===== config.mk =====
export PLATFORM = sky130hd
export DESIGN_NAME = load_ext_pipe
export DESIGN_NICKNAME = d
export VERILOG_FILES = /design/src/rtl/load_pkg.sv /design/src/rtl/load_ext_comb.sv /design/src/rtl/load_ext_pipe.sv
export SDC_FILE = /design/constraint.sdc
export NUM_CORES = 1
export LEC_CHECK = 0
export CAP_MARGIN = 5
export CORE_UTILIZATION = 45
export DETAILED_ROUTE_END_ITERATION = 10
export PLACE_DENSITY = 0.73
export SETUP_SLACK_MARGIN = 0.2
export SLEW_MARGIN = 10
export SYNTH_ARGS = -nofsm -noshare
export SYNTH_HDL_FRONTEND = slang
export SYNTH_SLANG_ARGS = --single-unit

===== constraint.sdc =====
create_clock -name clk -period 1.9 [get_ports clk]
set_input_delay 0.38 -clock clk [delete_from_list [all_inputs] [get_ports clk]]
set_output_delay 0.38 -clock clk [all_outputs]
set_load 0.03 [all_outputs]

===== src/rtl/load_pkg.sv =====
// Shared definitions for the load alignment/extension path: opcodes, pipe states,
// XLEN legality and the lane-select/extend helper.
package load_pkg;

    localparam logic [3:0] LD_W   = 4'd0;
    localparam logic [3:0] LD_BU  = 4'd1;
    localparam logic [3:0] LD_B   = 4'd2;
    localparam logic [3:0] LD_HU  = 4'd3;
    localparam logic [3:0] LD_H   = 4'd4;
    localparam logic [3:0] LD_WU  = 4'd5;
    localparam logic [3:0] LD_D   = 4'd6;
    localparam logic [3:0] LD_LWL = 4'd7;
    localparam logic [3:0] LD_LWR = 4'd8;

    typedef enum logic [1:0] {
        ST_EMPTY = 2'd0,
        ST_ONE   = 2'd1,
        ST_FULL  = 2'd2
    } pipe_state_e;

    function automatic bit xlen_ok(input int unsigned xlen);
        return (xlen == 32) || (xlen == 64);
    endfunction

    // Opcodes 5/6 exist only on 64-bit datapaths, LWL/LWR only on 32-bit ones.
    function automatic logic op_legal(input logic [3:0] op, input int unsigned xlen);
        case (op)
            LD_W, LD_BU, LD_B, LD_HU, LD_H: return 1'b1;
            LD_WU, LD_D:                    return 1'(xlen == 64);
            LD_LWL, LD_LWR:                 return 1'(xlen == 32);
            default:                        return 1'b0;
        endcase
    endfunction

    // Little-endian lane select plus sign/zero extension; result is 64 bits wide.
    function automatic logic [63:0] lane_ext(input logic [3:0] op, input logic [2:0] addr,
                                             input logic [63:0] data);
        logic [7:0]  b;
        logic [15:0] h;
        logic [31:0] w;
        logic [63:0] r;
        b = 8'(data >> {addr, 3'b000});
        h = 16'(data >> {addr[2:1], 4'b0000});
        w = 32'(data >> {addr[2], 5'b00000});
        case (op)
            LD_BU:   r = 64'(b);
            LD_B:    r = {{56{b[7]}}, b};
            LD_HU:   r = 64'(h);
            LD_H:    r = {{48{h[15]}}, h};
            LD_W:    r = {{32{w[31]}}, w};
            LD_WU:   r = 64'(w);
            LD_D:    r = data;
            default: r = '0;
        endcase
        return r;
    endfunction

endpackage


===== src/rtl/load_ext_comb.sv =====
// Combinational align/extend/merge unit with address-error detection.
// Shared between the registered load pipe and the bypass path.
module load_ext_comb
    import load_pkg::*;
#(
    parameter int unsigned XLEN = 32,
    localparam int unsigned AW  = $clog2(XLEN / 8)
) (
    input  logic [3:0]      op_i,
    input  logic [AW-1:0]   addr_i,
    input  logic [XLEN-1:0] data_i,
    input  logic [XLEN-1:0] rt_i,
    output logic [XLEN-1:0] res_c_o,
    output logic            exc_c_o
);

    logic [2:0]  addr3;
    logic [63:0] data64;
    logic [63:0] rt64;
    logic [63:0] lwl64;
    logic [63:0] lwr64;
    logic [63:0] val64;
    logic [5:0]  sh_r;
    logic [5:0]  sh_l;
    logic        legal;
    logic        misal;

    always_comb begin
        addr3  = 3'(addr_i);
        data64 = 64'(data_i);
        rt64   = 64'(rt_i);
        sh_r   = {1'b0, addr3[1:0], 3'b000};
        sh_l   = 6'd24 - sh_r;

        // Unaligned word merges; keep only the low 32 bits of the merged word.
        lwl64 = ((data64 << sh_l) | (rt64 & (64'h0000_0000_00FF_FFFF >> sh_r)))
                & 64'h0000_0000_FFFF_FFFF;
        lwr64 = ((data64 & 64'h0000_0000_FFFF_FFFF) >> sh_r)
                | (rt64 & ~(64'h0000_0000_FFFF_FFFF >> sh_r) & 64'h0000_0000_FFFF_FFFF);

        legal = op_legal(op_i, XLEN);
        case (op_i)
            LD_HU, LD_H: misal = addr3[0];
            LD_W, LD_WU: misal = (addr3[1:0] != 2'd0);
            LD_D:        misal = (addr3 != 3'd0);
            default:     misal = 1'b0;
        endcase

        exc_c_o = !legal || misal;
        if (exc_c_o) begin
            val64 = '0;
        end else if (op_i == LD_LWL) begin
            val64 = lwl64;
        end else if (op_i == LD_LWR) begin
            val64 = lwr64;
        end else begin
            val64 = lane_ext(op_i, addr3, data64);
        end
        res_c_o = XLEN'(val64);
    end

endmodule


===== src/rtl/load_ext_pipe.sv =====
// Load writeback stage: combinational extend unit feeding an output register
// plus one skid entry, giving a fully registered valid/ready interface.
module load_ext_pipe
    import load_pkg::*;
#(
    parameter int unsigned XLEN  = 32,
    parameter int unsigned TAG_W = 5,
    localparam int unsigned AW   = $clog2(XLEN / 8)
) (
    input  logic             clk,
    input  logic             rst_n,
    input  logic             flush,
    input  logic             in_valid,
    output logic             in_ready,
    input  logic [3:0]       in_op,
    input  logic [AW-1:0]    in_addr,
    input  logic [XLEN-1:0]  in_data,
    input  logic [XLEN-1:0]  in_rt,
    input  logic [TAG_W-1:0] in_tag,
    output logic             out_valid,
    input  logic             out_ready,
    output logic [XLEN-1:0]  out_data,
    output logic [TAG_W-1:0] out_tag,
    output logic             out_exc
);

    if (!xlen_ok(XLEN)) begin : g_bad_xlen
        $error("load_ext_pipe: XLEN must be 32 or 64");
    end

    pipe_state_e      state_q, state_d;
    logic [XLEN-1:0]  o_data_q, o_data_d, s_data_q, s_data_d;
    logic [TAG_W-1:0] o_tag_q, o_tag_d, s_tag_q, s_tag_d;
    logic             o_exc_q, o_exc_d, s_exc_q, s_exc_d;
    logic             out_valid_q, out_valid_d;
    logic             in_ready_q, in_ready_d;
    logic [XLEN-1:0]  res_c;
    logic             exc_c;
    logic             accept_c, retire_c;
    logic             o_from_in, o_from_s, s_load, clr;

    load_ext_comb #(.XLEN(XLEN)) u_ext (
        .op_i    (in_op),
        .addr_i  (in_addr),
        .data_i  (in_data),
        .rt_i    (in_rt),
        .res_c_o (res_c),
        .exc_c_o (exc_c)
    );

    assign accept_c = in_valid && in_ready_q;
    assign retire_c = out_valid_q && out_ready;

    always_ff @(posedge clk or negedge rst_n) begin
        if (!rst_n) begin
            state_q <= ST_EMPTY;
        end else begin
            state_q <= state_d;
        end
    end

    // Next state and register-load controls; flush overrides accept and retire.
    always_comb begin
        state_d   = state_q;
        o_from_in = 1'b0;
        o_from_s  = 1'b0;
        s_load    = 1'b0;
        clr       = 1'b0;
        if (flush) begin
            state_d = ST_EMPTY;
            clr     = 1'b1;
        end else begin
            case (state_q)
                ST_EMPTY: begin
                    if (accept_c) begin
                        state_d   = ST_ONE;
                        o_from_in = 1'b1;
                    end
                end
                ST_ONE: begin
                    if (accept_c && retire_c) begin
                        o_from_in = 1'b1;
                    end else if (accept_c) begin
                        state_d = ST_FULL;
                        s_load  = 1'b1;
                    end else if (retire_c) begin
                        state_d = ST_EMPTY;
                    end
                end
                ST_FULL: begin
                    if (retire_c) begin
                        state_d  = ST_ONE;
                        o_from_s = 1'b1;
                    end
                end
                default: state_d = ST_EMPTY;
            endcase
        end
    end

    always_comb begin
        out_valid_d = (state_d != ST_EMPTY);
        in_ready_d  = (state_d != ST_FULL);
        o_data_d    = o_data_q;
        o_tag_d     = o_tag_q;
        o_exc_d     = o_exc_q;
        s_data_d    = s_data_q;
        s_tag_d     = s_tag_q;
        s_exc_d     = s_exc_q;
        if (clr) begin
            o_data_d = '0;
            o_tag_d  = '0;
            o_exc_d  = 1'b0;
            s_data_d = '0;
            s_tag_d  = '0;
            s_exc_d  = 1'b0;
        end else begin
            if (o_from_in) begin
                o_data_d = res_c;
                o_tag_d  = in_tag;
                o_exc_d  = exc_c;
            end else if (o_from_s) begin
                o_data_d = s_data_q;
                o_tag_d  = s_tag_q;
                o_exc_d  = s_exc_q;
            end
            if (s_load) begin
                s_data_d = res_c;
                s_tag_d  = in_tag;
                s_exc_d  = exc_c;
            end
        end
    end

    always_ff @(posedge clk or negedge rst_n) begin
        if (!rst_n) begin
            out_valid_q <= 1'b0;
            in_ready_q  <= 1'b1;
            o_data_q    <= '0;
            o_tag_q     <= '0;
            o_exc_q     <= 1'b0;
            s_data_q    <= '0;
            s_tag_q     <= '0;
            s_exc_q     <= 1'b0;
        end else begin
            out_valid_q <= out_valid_d;
            in_ready_q  <= in_ready_d;
            o_data_q    <= o_data_d;
            o_tag_q     <= o_tag_d;
            o_exc_q     <= o_exc_d;
            s_data_q    <= s_data_d;
            s_tag_q     <= s_tag_d;
            s_exc_q     <= s_exc_d;
        end
    end

    assign out_valid = out_valid_q;
    assign in_ready  = in_ready_q;
    assign out_data  = o_data_q;
    assign out_tag   = o_tag_q;
    assign out_exc   = o_exc_q;

endmodule


---- Yosys cells after proc, flatten, opt, wreduce, memory -nomap -nowiden ----
Memories as Yosys holds them, arrays and structs flattened.
Index checks and enable logic that the tools add are counted.
operators by class
  bitwise operators ....................... 5
  muxes and demuxes ....................... 38
  equal/unequal tests ..................... 11
  shift-type cells ........................ 5
  reductions and logical operators ........ 14
  magnitude comparators ................... 0
  multiply operators ...................... 0
  div/mod/pow operators ................... 0
  add/sub/neg operators ................... 1
operators by type and width
  kind                                                number
  two-way mux 32 bit                                  8
  case mux 32 bit (6 select lines)                    1
  bitwise AND 32 bit                                  2
  OR 32 bit                                           2
  NOT 32 bit                                          1
  << shifter 32 x 6 -> 32 bit                         1
  right shift 24 x 5 -> 32 bit, first input constant  1
  right shift 32 x 5 -> 16 bit                        1
  right shift 32 x 5 -> 32 bit                        1
  right shift 32 x 5 -> 32 bit, first input constant  1
  two-way mux 5 bit                                   5
  == test 4 x 3 -> 1 bit, second input constant       4
  two-way mux 1 bit                                   15
  two-way mux 2 bit                                   6
  == test 4 x 2 -> 1 bit, second input constant       2
  case mux 2 bit (3 select lines)                     1
  nonzero test 2 bit                                  3
  subtractor 5 x 5 -> 6 bit, first input constant     1
  == test 4 x 1 -> 1 bit, second input constant       1
  == test 4 bit, second input constant                1
  zero test 4 bit                                     1
  case mux 1 bit (2 select lines)                     2
  OR reduction 2 bit                                  2
  logical AND 1 bit                                   3
  other kinds (8)                                     8
word-level totals
  ROM bits ................................ 16
  input port bits ......................... 80
  memories kept ........................... 1
  register bits after elaboration ......... 80
  RAM bits ................................ 0
  output and inout bits ................... 40
  bits in latches ......................... 0
  logic and storage cells ................. 84
memories
  name             depth  bits a word  rd ports  clocked after Yosys merged registers in  wr ports  line            text
  (no name shown)  16     1            1         0                                        0         load_pkg.sv:27  case (op)

---- Logic depth before layout (Yosys ltp) ----
  depth in word-level cells ............... 9
  mapped depth ............................ 9
  depth with buffers taken out ............ 7

---- By module ----
A second synthesis with hierarchy kept.
second synthesis, totals
  cells, all modules ...................... 625
  area, all modules ....................... 5925.7 um^2
by module, submodules not included
  module         cells each  area each (um^2)  sequential area each (um^2)  times used
  load_ext_pipe  365         3648.5            2003.2                       1
  load_ext_comb  260         2277.2            0.0                          1

---- Worst setup path before layout ----
OpenSTA, ideal clock, no wires.
  path kind ............................... input to register
  from .................................... in in_op[0]
  to ...................................... reg s_data_q[11]
  slack ................................... -0.233 ns
  required time ........................... 1.817 ns
  setup time .............................. 0.083 ns
  arrival ................................. 2.051 ns
  buffers on the path ..................... 2
  stages on the path ...................... 9
  path through ............................ inv_1 ha_1 and3b_1 clkbuf_1 clkbuf_1 nand2_1 o22ai_1 or4_1 o21ai_0
on the way
  longest elaborated chain between the ends .. 8
  elaborated cells on any way between the ends .. 22
  those cells by class .................... 8 x eq/ne; 7 x mux; 6 x reduce/logical; 1 x memory
ends and longest elaborated chain
  what                                 line                                 text
  from (decl)                          load_ext_pipe.sv:15                  input logic [3:0] in_op,
  == test 4 x 3 -> 1 bit               load_pkg.sv:45, load_ext_comb.sv:42
  OR reduction 2 bit (no source line)  -
  case mux 32 bit (6 select lines)     load_pkg.sv:45                       case (op)
  two-way mux 32 bit                   load_ext_comb.sv:54                  end else if (op_i == LD_LWR) begin
  two-way mux 32 bit                   load_ext_comb.sv:52                  end else if (op_i == LD_LWL) begin
  two-way mux 32 bit *                 load_ext_comb.sv:50                  if (exc_c_o) begin
  two-way mux 32 bit *                 load_ext_pipe.sv:127                 if (s_load) begin
  two-way mux 32 bit *                 load_ext_pipe.sv:110                 if (clr) begin
  to (signal assigned)                 load_ext_pipe.sv:151                 s_data_q <= s_data_d;
  to (decl)                            load_ext_pipe.sv:32                  logic [XLEN-1:0] o_data_q, o_data_d, s_data_q, s_data_d;
Mark *: on every way between the ends. The rest lies on a longest branch, timed or not. The select of a mux whose other input is x is not followed.
A chain may end at the register's enable or synchronous reset.

---- Worst setup path in the final report ----
  from .................................... in in_op[0]
  to ...................................... reg s_data_q[15]
The elaborated chain is that of the path after synthesis.

==> results.sh <==
export IMPL_vias_per_cell=6.36
export IMPL_status="finished, violations left"
export IMPL_cp_start_kind="input pin"
export IMPL_num_nets_final=881
export IMPL_rr_endpoint="out_data[0]$_DFFE_PN0P_"
export IMPL_period_minus_slack_ns=2.06
export IMPL_sw_frac_of_total_pct=30.8
export IMPL_place_hpwl_mm=15.2
export IMPL_finalWorstSetupSlack_ns=-0.158
export IMPL_grt_max_degree=45
export IMPL_initial_core_util_pct=46.0
export IMPL_drtIter0Drc=552
export IMPL_clock_sinks=80
export IMPL_yosysWarnings=0
export IMPL_crit_type="input pin to flip-flop"
export IMPL_cts_max_path_buffers=2
export IMPL_area_growth_pct=69.0
export IMPL_cp_max_fo=7
export IMPL_die_w_um=110
export IMPL_drtPass1Iterations=6
export IMPL_slew_viol_final=0
export IMPL_synth_seq_cells=80
export IMPL_p_sw_w=0.00166
export IMPL_antenna_cells=0
export IMPL_synthCells=547
export IMPL_die_h_um=110
export IMPL_hold_viol=1
export IMPL_p_leak_nw=4.20
export IMPL_placed_cells=899
export IMPL_io_pins=120
export IMPL_combinationalPowerShare_pct=32.0
export IMPL_multiInputGateArea_mm2=0.00382
export IMPL_p_seq_share_pct=33.4
export IMPL_whs_ns=-0.000613
export IMPL_crit_chain="buf_6 > buf_8 > inv_12 > ha_2 > nor3b_4 > o32ai_4 > buf_12 > buf_8 > a211o_1 > a221o_1 > a31o_1"
export IMPL_max_stage_delay_ns=0.31
export IMPL_grt_use_total_pct=37.3
export IMPL_ff2ff_path_depth=5
export IMPL_grt_setup_unrepaired="true"
export IMPL_area_sequential_mm2=0.00200
export IMPL_synth_yosys_seq_area_share_pct=38.1
export IMPL_layout_common_cells="128 x buf_4, 79 x dfrtp_1, 70 x nand2_1, 70 x mux2i_1, 68 x clkdlybuf4s50_1"
export IMPL_path_common_cell="buf_8"
export IMPL_p_clk_share_pct=34.5
export IMPL_violations="hold timing, setup timing"
export IMPL_fmax_ghz=0.486
export IMPL_remaining_drc_errors=0
export IMPL_cap_violations=0
export IMPL_timing_final_crit_share_pct=108
export IMPL_cp_top_family="compound AO/OA/AOI/OAI gates"
export IMPL_avgSynthCellArea_um2=9.60
export IMPL_root_buffer="clkbuf_16"
export IMPL_layout_cells_most_common="buf_4"
export IMPL_cts_tree="built"
export IMPL_coreArea_mm2=0.0114
export IMPL_r2r_start="in_ready$_DFF_PN1_"
export IMPL_ir_drop_mv=0.752
export IMPL_via_count=6010
export IMPL_post_drt_wl_per_cell_um=23.7
export IMPL_cp_arrival_ns=2.29
export IMPL_grt_pass1_vias=6021
export IMPL_path_buf_inv=5
export IMPL_finalClockSkew_ns=0.00540
export IMPL_postCtsHoldBufs=0
export IMPL_grt_overflow_total=0
export IMPL_min_path_type="input pin to async pin"
export IMPL_clk_pin_slew_worst_paths_ns=0.06
export IMPL_regToRegSetupSlack_ns=0.04
export IMPL_slew_headroom_pct=62.0
export IMPL_synthDistinctLibCells=54
export IMPL_rows=39
export IMPL_globalplace_congestion=1.05
export IMPL_detail_route_antenna_nets=0
export IMPL_p_int_w=0.00373
export IMPL_totalNegativeSetupSlack_ns=-4.31
export IMPL_grt_pass1_wl_mm=32.9
export IMPL_ys_flop_type="dfrtp_1"
export IMPL_synthesis_area_mm2=0.00525
export IMPL_cp_end_kind="flip-flop"
export IMPL_h_tree_depth=3
export IMPL_cp_data_required_time_ns=2.14
export IMPL_synthArstFlopShare_pct=100
export IMPL_fill_cells=775
export IMPL_instances_no_fill=945
export IMPL_io_buffer_count=119
export IMPL_synth_nets=631
export IMPL_setup_violations=65
export IMPL_dieArea_mm2=0.0121
export IMPL_power_density_mw_per_mm2=608
export IMPL_synth_edf_count=0
export IMPL_drive_gt1_share_pct=40.8
export IMPL_tightest_slew_ns=0.568
export IMPL_crit_path_top_delay_cell="a221o_1"
export IMPL_routed_wl_mm=22.4
export IMPL_clkLatencyLatePin_ns=0.34
export IMPL_cts_buffers=9
export IMPL_antenna_found_initial=0
-- power groups by stage --
stage / clock network, W / registers, W / logic, W
6_report: 0.00186 / 0.00180 / 0.00173
5_1_grt: 0.00195 / 0.00181 / 0.00181
4_1_cts: 0.00187 / 0.00180 / 0.00164
3_5_place_dp: 0 / 0.00183 / 0.00145
3_3_place_gp: 0 / 0.00183 / 0.00143
2_1_floorplan: 0 / 0.00190 / 0.000618
-- per-layer routing --
metal	GRT usage, %	part of all wire [%]	vias to the layer above	routed length (µm)
met4	19.1	4.9	0	1100
met1	44.8	40	2956	8880
met3	7.35	7.1	84	1590
met5	0	0	-	0
li1	-	-	2634	-
met2	63.2	48	336	10800
-- layout make-up --
type                    count  area share, %
well taps                 143           2.02
clock inverters             6           1.06
inverters                   5          0.409
repair buffers            276           28.3
flip-flops and latches     80           22.6
multi-input cells         425           43.0
clock buffers              10           2.58
-- cell usage after synthesis (9+ instances only) --
cell type / n / area (µm²)
o2bb2ai_1: 15 / 131
a21oi_1: 23 / 115
nor2_1: 20 / 75.1
a22o_1: 9 / 78.8
nand3_1: 11 / 55.1
nand2_1: 73 / 274
a221oi_1: 15 / 131
a211oi_1: 17 / 128
clkbuf_1: 23 / 86.3
mux2i_1: 71 / 711
o22ai_1: 29 / 181
o21ai_0: 31 / 155
a211o_1: 10 / 87.6
buf_2: 14 / 70.1
dfrtp_1: 79 / 1980
-- worst register-to-register path, delay by kind of cell, from the launching register on --
family | cells | cell delay [ns]
flip-flops | 1 | 0.56
AND/OR/NAND/NOR | 4 | 0.99
AO/OA/AOI/OAI | 1 | 0.22
-- state kept, by name (all words and copies together) (netlist names) --
name / count
s_exc_q: 1
s_tag_q: 5
out_valid: 1
in_ready: 1
state_q: 2
out_exc: 1
out_data: 32
out_tag: 5
s_data_q: 32
-- kinds of logic (layout without fill, tap and decap cells) --
family          count (synthesis)  count (layout)  share of synthesized area, %
fa+ha+maj                       4               4                         0.953
flops                          80              80                          38.1
mux                            84              84                          18.0
buf+inv                        48             297                          4.12
compound gates                189             190                          25.9
simple gates                  142             147                          12.9
-- through the flow --
step	setup slack, ns	power (W)	hold WS, ns	area, µm²	util [%]
finish	-0.158	0.00539	-0.000613	8880	77.7
global route	-0.205	0.00557	0.0347	8880	77.7
CTS	-0.120	0.00531	0.00976	8700	76.2
detailed placement	-1.05	0.00328	0.377	7720	67.6
global placement	-1.01	0.00326	0.362	7720	67.6
floorplan	-0.174	0.00252	0.0844	5550	-
-- what timing repair did --
item	CTS	global route
cloned	7	0
endpoints found under the setup margin	106	69
setup buffers	20	3
resized for setup	165	38
pin swaps	66	21
-- how the worst max path moves through the flow --
stage,startpoint,to,slack (ns),cells past startpoint
floorplan,in_addr[1],out_data[15]$_DFFE_PN0P_,-0.17,7
global placement,in_op[0],out_data[15]$_DFFE_PN0P_,-1.01,10
detailed placement,in_op[0],out_data[9]$_DFFE_PN0P_,-1.05,10
CTS,in_op[0],out_data[9]$_DFFE_PN0P_,-0.12,12
global route,in_op[0],out_data[15]$_DFFE_PN0P_,-0.21,12
finish,in_op[0],s_data_q[15]$_DFFE_PN0P_,-0.16,11
Note: power is estimated with default switching activity, not from simulation.
